`config.mk`:
```
export PLATFORM = sky130hd
export DESIGN_NAME = fetch_sequencer
export DESIGN_NICKNAME = d
export VERILOG_FILES = /design/src/rtl/fetch_pkg.sv /design/src/rtl/fetch_perf_counter.sv /design/src/rtl/fetch_sequencer.sv
export SDC_FILE = /design/constraint.sdc
export NUM_CORES = 1
export LEC_CHECK = 0
export CORE_MARGIN = 5
export CORE_UTILIZATION = 36
export CTS_CLUSTER_SIZE = 28
export DETAILED_ROUTE_END_ITERATION = 12
export PLACE_DENSITY_LB_ADDON = 0.05
export SYNTH_ARGS = -nofsm -noshare
export SYNTH_HDL_FRONTEND = slang
export SYNTH_SLANG_ARGS = --single-unit
export TNS_END_PERCENT = 10
```
`constraint.sdc`:
```
create_clock -name clk -period 2 [get_ports clk]
set_input_delay 0.3 -clock clk [delete_from_list [all_inputs] [get_ports clk]]
set_output_delay 0.3 -clock clk [all_outputs]
set_load 0.01 [all_outputs]
```
`src/rtl/fetch_pkg.sv`:
```
// Shared defaults and state encoding for the instruction-fetch sequencer.
package fetch_pkg;

  localparam int ADDR_W_DEF    = 6;
  localparam int DATA_W_DEF    = 32;
  localparam int ROM_DEPTH_DEF = 12;

  typedef enum logic [1:0] {
    IDLE  = 2'd0,
    FETCH = 2'd1,
    DRAIN = 2'd2,
    DONE  = 2'd3
  } state_e;

endpackage

```
`src/rtl/fetch_perf_counter.sv`:
```
// 16-bit saturating event counter with synchronous clear; clear wins over increment.
module fetch_perf_counter
  import fetch_pkg::*;
(
  input  logic        clk,
  input  logic        rst_n,
  input  logic        inc,
  input  logic        clr,
  output logic [15:0] count
);

  logic [15:0] cnt_q;
  logic [15:0] cnt_d;

  always_comb begin
    cnt_d = cnt_q;
    if (clr) begin
      cnt_d = '0;
    end else if (inc && (cnt_q != 16'hFFFF)) begin
      cnt_d = cnt_q + 16'd1;
    end
  end

  always_ff @(posedge clk) begin
    if (!rst_n) begin
      cnt_q <= '0;
    end else begin
      cnt_q <= cnt_d;
    end
  end

  assign count = cnt_q;

endmodule

```
`src/rtl/fetch_sequencer.sv`:
```
// Instruction-fetch controller: owns the PC, drives the ROM address and hands words to decode.
// Define FETCH_SEQ_PERF_EN to build the back-pressure stall counter behind perf_stall_cnt.
module fetch_sequencer
  import fetch_pkg::*;
#(
  parameter int ADDR_W    = ADDR_W_DEF,
  parameter int DATA_W    = DATA_W_DEF,
  parameter int ROM_DEPTH = ROM_DEPTH_DEF
) (
  input  logic              clk,
  input  logic              rst_n,
  input  logic              start,
  output logic [ADDR_W-1:0] rom_addr,
  input  logic [DATA_W-1:0] rom_data,
  output logic [DATA_W-1:0] ir,
  output logic [ADDR_W-1:0] ir_pc,
  output logic              ir_valid,
  input  logic              ir_ready,
  input  logic              br_valid,
  input  logic [ADDR_W-1:0] br_target,
  output logic              busy,
  output logic              done,
  output logic [15:0]       perf_stall_cnt
);

  localparam logic [ADDR_W-1:0] LAST_ADDR = ADDR_W'(ROM_DEPTH - 1);
  localparam logic [ADDR_W:0]   DEPTH_X   = (ADDR_W + 1)'(ROM_DEPTH);

  state_e              state_q, state_d;
  logic [ADDR_W-1:0]   rom_addr_q, rom_addr_d;
  logic [DATA_W-1:0]   ir_q, ir_d;
  logic [ADDR_W-1:0]   ir_pc_q, ir_pc_d;
  logic                ir_valid_q, ir_valid_d;
  logic                adv;
  logic                in_flight;
  logic                br_in_range;

  assign adv         = !ir_valid_q || ir_ready;
  assign in_flight   = (state_q == FETCH) || (state_q == DRAIN);
  assign br_in_range = ({1'b0, br_target} < DEPTH_X);

  always_ff @(posedge clk) begin
    if (!rst_n) begin
      state_q <= IDLE;
    end else begin
      state_q <= state_d;
    end
  end

  always_ff @(posedge clk) begin
    if (!rst_n) begin
      rom_addr_q <= '0;
      ir_q       <= '0;
      ir_pc_q    <= '0;
      ir_valid_q <= 1'b0;
    end else begin
      rom_addr_q <= rom_addr_d;
      ir_q       <= ir_d;
      ir_pc_q    <= ir_pc_d;
      ir_valid_q <= ir_valid_d;
    end
  end

  always_comb begin
    state_d    = state_q;
    rom_addr_d = rom_addr_q;
    ir_d       = ir_q;
    ir_pc_d    = ir_pc_q;
    ir_valid_d = ir_valid_q;
    unique case (state_q)
      IDLE, DONE: begin
        if (start) begin
          state_d    = FETCH;
          rom_addr_d = '0;
        end
      end
      FETCH: begin
        if (adv) begin
          ir_d       = rom_data;
          ir_pc_d    = rom_addr_q;
          ir_valid_d = 1'b1;
          if (rom_addr_q == LAST_ADDR) begin
            state_d = DRAIN;
          end else begin
            rom_addr_d = rom_addr_q + 1'b1;
          end
        end
      end
      DRAIN: begin
        if (ir_valid_q && ir_ready) begin
          ir_valid_d = 1'b0;
          state_d    = DONE;
        end
      end
      default: begin
        state_d = IDLE;
      end
    endcase

    // A redirect flushes the in-flight word and overrides any capture made above.
    if (in_flight && br_valid) begin
      ir_d       = ir_q;
      ir_pc_d    = ir_pc_q;
      ir_valid_d = 1'b0;
      if (br_in_range) begin
        rom_addr_d = br_target;
        state_d    = FETCH;
      end else begin
        rom_addr_d = rom_addr_q;
        state_d    = DONE;
      end
    end
  end

  always_comb begin
    busy = (state_q == FETCH) || (state_q == DRAIN);
    done = (state_q == DONE);
  end

  assign rom_addr = rom_addr_q;
  assign ir       = ir_q;
  assign ir_pc    = ir_pc_q;
  assign ir_valid = ir_valid_q;

`ifdef FETCH_SEQ_PERF_EN
  logic start_accepted;
  logic stall_cycle;

  assign start_accepted = start && ((state_q == IDLE) || (state_q == DONE));
  assign stall_cycle    = in_flight && ir_valid_q && !ir_ready;

  fetch_perf_counter u_perf_counter (
    .clk   (clk),
    .rst_n (rst_n),
    .inc   (stall_cycle),
    .clr   (start_accepted),
    .count (perf_stall_cnt)
  );
`else
  assign perf_stall_cnt = '0;
`endif

endmodule

```
==> results.md, run 1 <==
- Row count: 28
- Core area: between 5000 and 6000 um^2
- H-tree depth: 2
- Reg clk slew, reported paths: about 0.090 ns
- Initial antenna violation count: 0
- Postcts setup bufs: 0
- DRT Wirelength: between 5000 and 6000 um
- Die width: 86.64 um
- Overall Global Routing Usage: between 10% and 20%
- Status: complete, no violations
- Antenna Nets Post-Route: 0
- First-pass GRT wire length: just under 9000 um
- Peak supply drop: ~550 uV
- Syn Inst Count: 269
- P per Cell Area: ~1200 nW/um^2
- Synth area leaders: dfxtp_1 44%, nand2_1 16%, a21oi_1 9.2%
- Skew-Pair Late Insertion Delay: 0.29 ns
- CP startpoint kind: flop
- Layout cells sized above 1: 9.511%
- TritonCTS Buffers: 5
- Via count: 2062
- RR Endpoint: rom_addr[5]
- R2R setup slack: 0.09 ns
- Post-Syn Area per Cell: between 7 and 8 um^2
- Most numerous cell in the Yosys netlist: nand2_1
- LEAKAGE: roughly 1.2 nW
- RSZ-0062 raised after global routing: false
- Yosys top cell by area: dfxtp_1
- Pre-CTS setup slack: -0.03579 ns
- Synth cell types: 39
- Synthesis-stage register bit count: 47
- Global route total overflow: 0
- Worst hold path endpoint: ir_pc[1]
- Vias in the first global route: between 1.5k and 2k
- Final setup fails: 0
- Max clock buf depth: 2
- Synth top area share: between 40 and 50%
- Initial Utilization: between 30% and 40%
- Nets: between 400 and 500
- Final period utilization: between 90 and 100%
- CP required: 2.19 ns
- Crit. End Element: flop
- Sinks on Clock Net: 47
- Leading post-synthesis cells by instance count: 88 x nand2_1, 47 x dfxtp_1, 39 x a21oi_1
- Yosys warnings: 0
- Seq/Total Area, Yosys: about 44%
- Number of iterations in the first detailed-routing pass: 4
- CP arrival: 2.10 ns
- Die Outline Area: 7506 um^2
- CTS tree: done
- Hold Startpoint: ir_pc[1]
- Root Driver: clkbuf_8
- Fmax: 0.5243 GHz
- WS Path Type: reg2reg
- Hold WC Path Type: reg2reg
- Initial DRC count: 64
- Hold Path Depth: 2
- GPL Wtd Cong: 0.8095
- Antenna Cells: 0
- Final worst setup slack: 0.09260 ns
- WL/cell: around 13 um
- Max Transition Viols Final: 0
- Die Span Y: about 87 um
- Reg2Reg Depth: 6
- Buffers on Ports: 89
- Largest net degree at the start of global routing: 39
- R2R Path Start: state_q[0]
- Synthesis-to-layout area growth: 54.32%
- Final setup TNS: 0 ns
- Main synth FF type: dfxtp_1
- DP HPWL: 4127 um
- Post-synth ARST share: 0%
- Min Tclk post-route: 1.907 ns
- DRC: 0
- Fin. Hold Viols: 0
- Vias per cell: 4.655
- Synthesized area: between 2000 and 2500 um^2
- Final core utilization: between 50% and 60%
- Final Cell Area: about 3300 um^2
- Dpl cell area: 3149 um^2
- EDFF count, synth: 0
- Max-Cap Viols: 0
- # IOs: 106
- Crit-path max FO: 6
- Clk_skew: 0.005946 ns
## registers in the layout, indices dropped and copies added (netlist names)
signal    cells
state_q       2
ir_valid      1
rom_addr      6
ir_pc         6
ir           32
## repair_timing
action | in CTS | in global routing
resized for setup | 0 | 1
endpoints found under the setup margin | 0 | 1
hold buffers | 0 | 0
## worst max-delay path by stage
stage,from,endpoint,slack (ns)
after floorplan,state_q[0],rom_addr[5],0.02
after global placement,br_valid,rom_addr[5],-0.001
after detailed placement,br_valid,rom_addr[5],-0.04
after CTS,state_q[0],rom_addr[5],0.04
after global routing,state_q[1],rom_addr[0],0.02
final,state_q[0],rom_addr[5],0.09
## report_power, final
group	switching, W	leakage, nW	internal, W	total [W]
Clock	0.000316	0.0581	0.000372	0.000688
Sequential	0.000149	0.383	0.00116	0.00131
Combinational	0.000910	0.766	0.000971	0.00188
Total	0.00137	1.21	0.00250	0.00388
## critical path, cell delays in order, from the launching register on
cell     delay, ns
dfxtp_2       0.35
inv_1         0.06
ha_4          0.26
or3b_1        0.35
a32o_2        0.26
o21a_4        0.20
a311o_1       0.33
## per-layer routing
metal / part of all wire, % / vias up / GRT usage [%] / wire, um
li1: - / 1068 / - / -
met1: 47 / 915 / 19.25 / 2663
met2: 45 / 75 / 22.53 / 2563
met3: 8.0 / 4 / 5.038 / 455
met4: 0.70 / 0 / 3.824 / 40
met5: 0 / - / 0 / 0
## layout make-up
type	instances	area, um^2
fill	571	2552
timing repair buffer	107	1051
multi-input combinational	200	1041
sequential	47	942.2
tap	75	93.84
clock buffer	5	68.82
clock inverter	3	43.79
inverter	6	22.52
## cell families after synthesis
family | synth area share, %
and+or+nand+nor | 24.26
AOI/OAI and AO/OA | 16.98
DFF | 44.50
buffers and inverters | 9.763
adders and majority gates | 2.959
muxes | 0.9468
other | 0.1773
xor gates and xnor gates | 0.4143
## cells in the final DEF, fill, tap and decap left out, types with 3 or more instances in the layout
cell type | netlist | layout
a2bb2oi_1 | 3 | 3
and2_1 | 3 | 3
a211oi_1 | 4 | 4
nand2_1 | 88 | 88
clkdlybuf4s50_1 | 0 | 89
nand3_1 | 5 | 5
ha_1 | 5 | 4
conb_1 | 1 | 16
a21oi_1 | 39 | 39
inv_1 | 4 | 4
nor3_1 | 4 | 3
buf_4 | 17 | 16
dfxtp_1 | 47 | 46
clkbuf_8 | 0 | 5
o21ai_0 | 3 | 3
## per-stage QoR
stage | hold WS [ns] | std cells | power [W]
finish | 0.4549 | 443 | 0.003876
global route | 0.4764 | 443 | 0.004167
CTS | 0.4578 | 443 | 0.003935
detailed placement | 0.4457 | 435 | 0.003232
global placement | 0.4408 | 435 | 0.003225
floorplan | 0.4360 | 284 | 0.002307
(Power assumes the default switching activity.)
==> run 2, diff against run 1 <==
GPL_TIMING_DRIVEN = 0   (was unset)
==> run 2 against run 1 <==
Against the previous run: sequential power about the same; flip-flop and latch count unchanged; critical path depth shrank 1; clock power shrank 20%; total power fell by 2.8%; maximum frequency fell by 3.3%; via count is 1.5% higher; clock skew rose by 0.0038 ns; final cell count up 3.6%.
==> results.md, run 2 (synthesis results as in run 1) <==
- Least-Margin Pin Slew: 0.5545 ns
- Row count: 28 (unchanged)
- Peak supply drop: 651.6 uV (was 554.6 uV)
- CTS tree: done (unchanged)
- Status: complete, no violations (unchanged)
- Layout cells sized above 1: 12.76% (was 9.511%)
- Antenna Nets Post-Route: 0 (unchanged)
- Max clock buf depth: 2 (unchanged)
- Max incr delay on CP: 0.44 ns (was 0.35 ns)
- Sinks on Clock Net: 47 (unchanged)
- Max transition margin: between 60% and 70%
- Final setup TNS: 0 ns (unchanged)
- Worst Setup EP: rom_addr[5] (unchanged)
- Synthesis-to-layout area growth: 57.28% (was 54.32%)
- DRT Wirelength: 5770 um (was 5722 um)
- Overall Global Routing Usage: 15.07% (was 14.52%)
- Vias in the first global route: 1919 (was 1836)
- Clock power share: 14.6% (was 17.8%)
- Die Span Y: 86.64 um (unchanged)
- RSZ-0062 raised after global routing: true (was false)
- Via count: 2093 (was 2062)
- CP startpoint kind: flop (unchanged)
- Initial Utilization: 36.36% (unchanged)
- Net Sw Frac: 36.93% (was 35.46%)
- CP required: 2.19 ns (about the same)
- Hold WC Path Type: in2reg (was reg2reg)
- Most frequent cells in the layout: 88 x nand2_1, 88 x clkdlybuf4s50_1, 46 x dfxtp_1 (was 89 x clkdlybuf4s50_1, 88 x nand2_1, 46 x dfxtp_1)
- GPL Wtd Cong: 0.8245 (was 0.8095)
- Initial DRC count: 56 (was 64)
- Global route total overflow: 0 (unchanged)
- Max Transition Viols Final: 0 (unchanged)
- Die width: 86.64 um (unchanged)
- Nets: 432 (was 415)
- CP delay by family, top: compound AO/OA/AOI/OAI gates (unchanged)
- Initial antenna violation count: 0 (unchanged)
- Fmax: 0.5070 GHz (was 0.5243 GHz)
- P_int: 0.002376 W (was 0.002501 W)
- Crit. End Element: flop (unchanged)
- DRC: 0 (unchanged)
- Clk_skew: 0.009795 ns (was 0.005946 ns)
- Max stage delay cell, worst path: dfxtp_1 (was dfxtp_2)
- Skew-Pair Late Insertion Delay: 0.29 ns (about the same)
- First-pass GRT wire length: 9094 um (was 8852 um)
- Flop pwr share: 35.1% (was 33.7%)
- CP startpoint: state_q[1] (was state_q[0])
- R2R Path Start: state_q[1] (was state_q[0])
- Largest net degree at the start of global routing: 15 (was 39)
- Fillers: 573 (was 571)
- Final core utilization: 57.19% (was 56.11%)
- DP HPWL: 4239 um (was 4127 um)
- Die Outline Area: 7506 um^2 (unchanged)
- Number of iterations in the first detailed-routing pass: 4 (unchanged)
- R2R setup slack: 0.03 ns (was 0.09 ns)
- Vias per cell: 4.560 (was 4.655)
- Power share of the combinational group: 50.4% (was 48.5%)
- Buffers on Ports: 88 (was 89)
- # IOs: 106 (unchanged)
- Crit-path max FO: 6 (unchanged)
- WS Path Type: reg2reg (unchanged)
- WL/cell: 12.57 um (was 12.92 um)
- Antenna Cells: 0 (unchanged)
- Final period utilization: 98.61% (was 95.37%)
- Core area: 5816 um^2 (unchanged)
- Stages on worst setup path: 5 (was 6)
- Min Tclk post-route: 1.972 ns (was 1.907 ns)
- Max-Cap Viols: 0 (unchanged)
- H-tree depth: 2 (unchanged)
- Fin. Hold Viols: 0 (unchanged)
- Reg2Reg Depth: 5 (was 6)
- Max reg flops: 32 (unchanged)
- Reg clk slew, reported paths: 0.09 ns (about the same)
- Critical path buffers and inverters: 0 (was 1)
- CP arrival: 2.16 ns (was 2.10 ns)
- Sw Pwr: 0.001391 W (was 0.001374 W)
- P per Cell Area: 1133 nW/um^2 (was 1188 nW/um^2)
- Final setup fails: 0 (unchanged)
- Root Driver: clkbuf_8 (unchanged)
- Crit-path cells: ha_4 > or3b_1 > a32o_2 > o21a_4 > a311o_1 (was inv_1 > ha_4 > or3b_1 > a32o_2 > o21a_4 > a311o_1)
- TritonCTS Buffers: 5 (unchanged)
- Final Non-Filler Cells: 459 (was 443)
- Hold-fix buffers, CTS: 0 (unchanged)
- Cells after DPL: 447 (was 435)
- LEAKAGE: 1.257 nW (was 1.207 nW)
- RR Endpoint: rom_addr[5] (unchanged)
==> run 2: cell count changes in the layout (fill, tap and decap cells not counted), moves of 2 or more <==
cell	before	now
clkbuf_1	0	5
buf_12	2	0
clkbuf_4	0	2
clkbuf_2	0	2
buf_4	16	25
==> run 2: per-stage QoR <==
stage	setup slack (ns)	cell area, um^2	hold WS (ns)	total power, W
2_1_floorplan	0.01866	2183	0.4360	0.002307
3_3_place_gp	-0.3778	3158	0.4407	0.003067
3_5_place_dp	-0.3860	3158	0.4459	0.003087
4_1_cts	0.007511	3279	0.3207	0.003722
5_1_grt	-0.04932	3326	0.3312	0.004063
6_report	0.02773	3326	0.3274	0.003768
==> run 2: final cells by class <==
cell class                      count  area, um^2  area share, %
Clock inverter                      2       13.76         0.4138
Sequential cell                    47       944.7          28.40
Inverter                            6       22.52         0.6772
Clock buffer                        5       68.82          2.069
Buffer                             31       210.2          6.321
Multi-Input combinational cell    200        1054          31.68
Timing Repair Buffer               93       918.4          27.61
Tap cell                           75       93.84          2.822
==> run 2: power by group through the flow <==
stage          clock network, W  registers, W  logic, W
2_1_floorplan                 0       0.00142  0.000890
3_3_place_gp                  0       0.00134   0.00173
3_5_place_dp                  0       0.00134   0.00175
4_1_cts                0.000580       0.00132   0.00182
5_1_grt                0.000625       0.00136   0.00208
6_report               0.000550       0.00132   0.00190
==> run 2: worst min-delay path by stage <==
stage                              to         from  slack [ns]  cells past startpoint
after floorplan                 ir[0]  rom_data[0]        0.44                      2
after global placement       ir_pc[4]     ir_pc[4]        0.44                      2
after detailed placement     ir_pc[3]     ir_pc[3]        0.45                      2
after CTS                 rom_addr[1]        rst_n        0.32                      3
after global routing       state_q[1]        rst_n        0.33                      3
final                     rom_addr[1]        rst_n        0.33                      3
==> run 2: metal layers <==
layer / vias to the layer above / global-route usage [%] / wire length, um
met3: 2 / 5.418 / 547
li1: 1100 / - / -
met5: - / 0 / 0
met2: 68 / 23.78 / 2616
met4: 0 / 3.399 / 29
met1: 923 / 19.74 / 2576
==> run 2: worst reg2reg max path, delay by kind of cell (launching register included) <==
| kind | cells | cell delay (ns) |
|---|---|---|
| AND/OR/NAND/NOR | 1 | 0.35 |
| adder cells (fa/ha/maj) | 1 | 0.25 |
| flip-flops | 1 | 0.44 |
| AO/OA/AOI/OAI | 3 | 0.82 |
==> run 2: timing repair <==
| item | 4_1_cts | 5_1_grt |
|---|---|---|
| buffers inserted | 2 | 3 |
| pin swaps | 1 | 1 |
| hold endpoints to repair | 0 | 0 |
| endpoints found under the setup margin | 22 | 29 |
| resized for setup | 10 | 16 |
==> run 3, diff against run 2 <==
clock period = 1.6 ns   (was 2 ns; I/O delays follow)
==> run 3 against run 2 <==
Against the previous run: the run now ends with negative setup slack left; largest power group unchanged; sequential power increased by 30%; global-route usage down 0.20 points; highest routed layer unchanged; final cell count is 2.2% higher; via count up 3.0%; critical path depth is 1 higher.
==> results.md, run 3 (synthesis results as in run 1) <==
- CP arrival: 2.09 ns (was 2.16 ns)
- Max clock buf depth: 2 (unchanged)
- R2R Path Start: state_q[0] (was state_q[1])
- Synthesis-to-layout area growth: 70.65% (was 57.28%)
- Row count: 28 (unchanged)
- Final setup fails: 45 (was 0)
- WL/cell: 12.70 um (was 12.57 um)
- Max reg flops: 32 (unchanged)
- Final worst setup slack: -0.3015 ns (was 0.02773 ns)
- DRT Wirelength: 5956 um (was 5770 um)
- Hold WC Path Type: in2reg (unchanged)
- Hold Startpoint: rst_n (unchanged)
- Initial Utilization: 36.36% (unchanged)
- PnR Total Power: 0.005298 W (was 0.003768 W)
- R2R setup slack: -0.30 ns (was 0.03 ns)
- Least-Margin Pin Slew: 0.5019 ns (was 0.5545 ns)
- Crit-path cells: inv_2 > ha_4 > or3b_1 > a32o_2 > o21a_4 > a311o_1 (was ha_4 > or3b_1 > a32o_2 > o21a_4 > a311o_1)
- Overall Global Routing Usage: 14.87% (was 15.07%)
- Max incr delay on CP: 0.39 ns (was 0.44 ns)
- Status: finished, violations left (was complete, no violations)
- LEAKAGE: 1.373 nW (was 1.257 nW)
- Max stage delay cell, worst path: dfxtp_4 (was dfxtp_1)
- Layout cells sized above 1: 20.56% (was 12.76%)
- CP startpoint kind: flop (unchanged)
- WS Path Type: reg2reg (unchanged)
- Die width: 86.64 um (unchanged)
- Max transition margin: 66.54% (was 62.55%)
- Fmax: 0.5259 GHz (was 0.5070 GHz)
- Cells after DPL: 447 (unchanged)
- Initial DRC count: 48 (was 56)
- Crit. End Element: flop (unchanged)
- Via count: 2155 (was 2093)
- DP HPWL: 4275 um (was 4239 um)
- Die Outline Area: 7506 um^2 (unchanged)
- Sinks on Clock Net: 47 (unchanged)
- First-pass GRT wire length: 9066 um (was 9094 um)
- Vias per cell: 4.595 (was 4.560)
- Core area: 5816 um^2 (unchanged)
- Root Driver: clkbuf_8 (unchanged)
- P per Cell Area: 1468 nW/um^2 (was 1133 nW/um^2)
- Skew-Pair Late Insertion Delay: 0.29 ns (about the same)
- Reg clk slew, reported paths: 0.08 ns (was 0.09 ns)
- CP startpoint: state_q[0] (was state_q[1])
- FF+latch area: 962.2 um^2 (was 944.7 um^2)
- Final period utilization: 118.8% (was 98.61%)
- Final core utilization: 62.05% (was 57.19%)
- Clk_skew: 0.004383 ns (was 0.009795 ns)
- Antenna Cells: 0 (unchanged)
- Antenna Nets Post-Route: 0 (unchanged)
- Nets: 442 (was 432)
- Peak supply drop: 759.1 uV (was 651.6 uV)
- Die Span Y: 86.64 um (unchanged)
- Crit-path max FO: 6 (unchanged)
- Pre-CTS setup slack: -0.5728 ns (was -0.3860 ns)
- CTS tree: done (unchanged)
- Max Transition Viols Final: 0 (unchanged)
- Max-Cap Viols: 0 (unchanged)
- Buffers on Ports: 88 (unchanged)
- Final Non-Filler Cells: 469 (was 459)
- H-tree depth: 2 (unchanged)
- Final Cell Area: 3608 um^2 (was 3326 um^2)
- # IOs: 106 (unchanged)
- Number of iterations in the first detailed-routing pass: 4 (unchanged)
- RSZ-0062 raised after global routing: true (unchanged)
- Largest net degree at the start of global routing: 14 (was 15)
- Fin. Hold Viols: 0 (unchanged)
- DRC: 0 (unchanged)
- Global route total overflow: 0 (unchanged)
- Dpl cell area: 3201 um^2 (was 3158 um^2)
- Vias in the first global route: 1964 (was 1919)
- Failing checks: negative setup slack
- Initial antenna violation count: 0 (unchanged)
- Most frequent cells in the layout: 86 x clkdlybuf4s50_1, 79 x nand2_1, 40 x dfxtp_1 (was 88 x nand2_1, 88 x clkdlybuf4s50_1, 46 x dfxtp_1)
- TritonCTS Buffers: 5 (unchanged)
- Multi-input gate area: 1139 um^2 (was 1054 um^2)
- Fillers: 558 (was 573)
- CP required: 1.79 ns (was 2.19 ns)
- GPL Wtd Cong: 0.8055 (was 0.8245)
- Most common cell after layout, fill and taps aside: clkdlybuf4s50_1
- Min Tclk post-route: 1.901 ns (was 1.972 ns)
-- run 3: layout make-up --
type | count | share of cell area [%]
Multi-Input combinational cell | 200 | 31.55
Timing Repair Buffer | 103 | 29.06
Sequential cell | 47 | 26.66
Buffer | 31 | 6.796
Clock buffer | 7 | 2.705
Tap cell | 75 | 2.601
Inverter | 6 | 0.6241
-- run 3: worst paths after layout --
check / to / cells after the start
setup / recovery: rom_addr[5] / 6
hold / removal: state_q[1] / 3
setup reg to reg: rom_addr[5] / 6
hold reg to reg: ir[24] / 2
-- run 3: routing by layer --
layer | part of all wire, % | track usage [%] | routed length (um) | vias to the layer above
met2 | 46 | 23.92 | 2726 | 69
met4 | 0.99 | 3.824 | 59 | 0
met3 | 6.5 | 3.802 | 389 | 6
li1 | - | - | - | 1123
met5 | 0 | 0 | 0 | -
met1 | 47 | 19.87 | 2781 | 957
-- run 3: power breakdown --
| part | total (W) | internal, W | switching, W |
|---|---|---|---|
| registers | 0.00172 | 0.00148 | 0.000240 |
| logic | 0.00282 | 0.00157 | 0.00125 |
| clock network | 0.000766 | 0.000395 | 0.000371 |
-- run 3: timing repair --
action / CTS / global route
cloned: 0 / 3
pin swaps: 4 / 17
endpoints found under the setup margin: 52 / 50
buffers inserted: 4 / 8
resized for setup: 22 / 31
hold buffers: 0 / 0
-- run 3: metrics by stage --
step / hold slack, ns / TNS, ns
after floorplan: 0.3760 / -4.816
after global placement: 0.4392 / -16.36
after detailed placement: 0.4437 / -16.27
after CTS: 0.2256 / -9.185
after global routing: 0.2329 / -14.02
final: 0.2391 / -11.08
-- run 3: worst max-delay path, delay by kind of cell (launching register included) --
kind                       cells  cell delay (ns)
AOI/OAI and AO/OA              3             0.78
DFF                            1             0.39
and+or+nand+nor                1             0.36
adders and majority gates      1             0.23
buffers and inverters          1             0.05
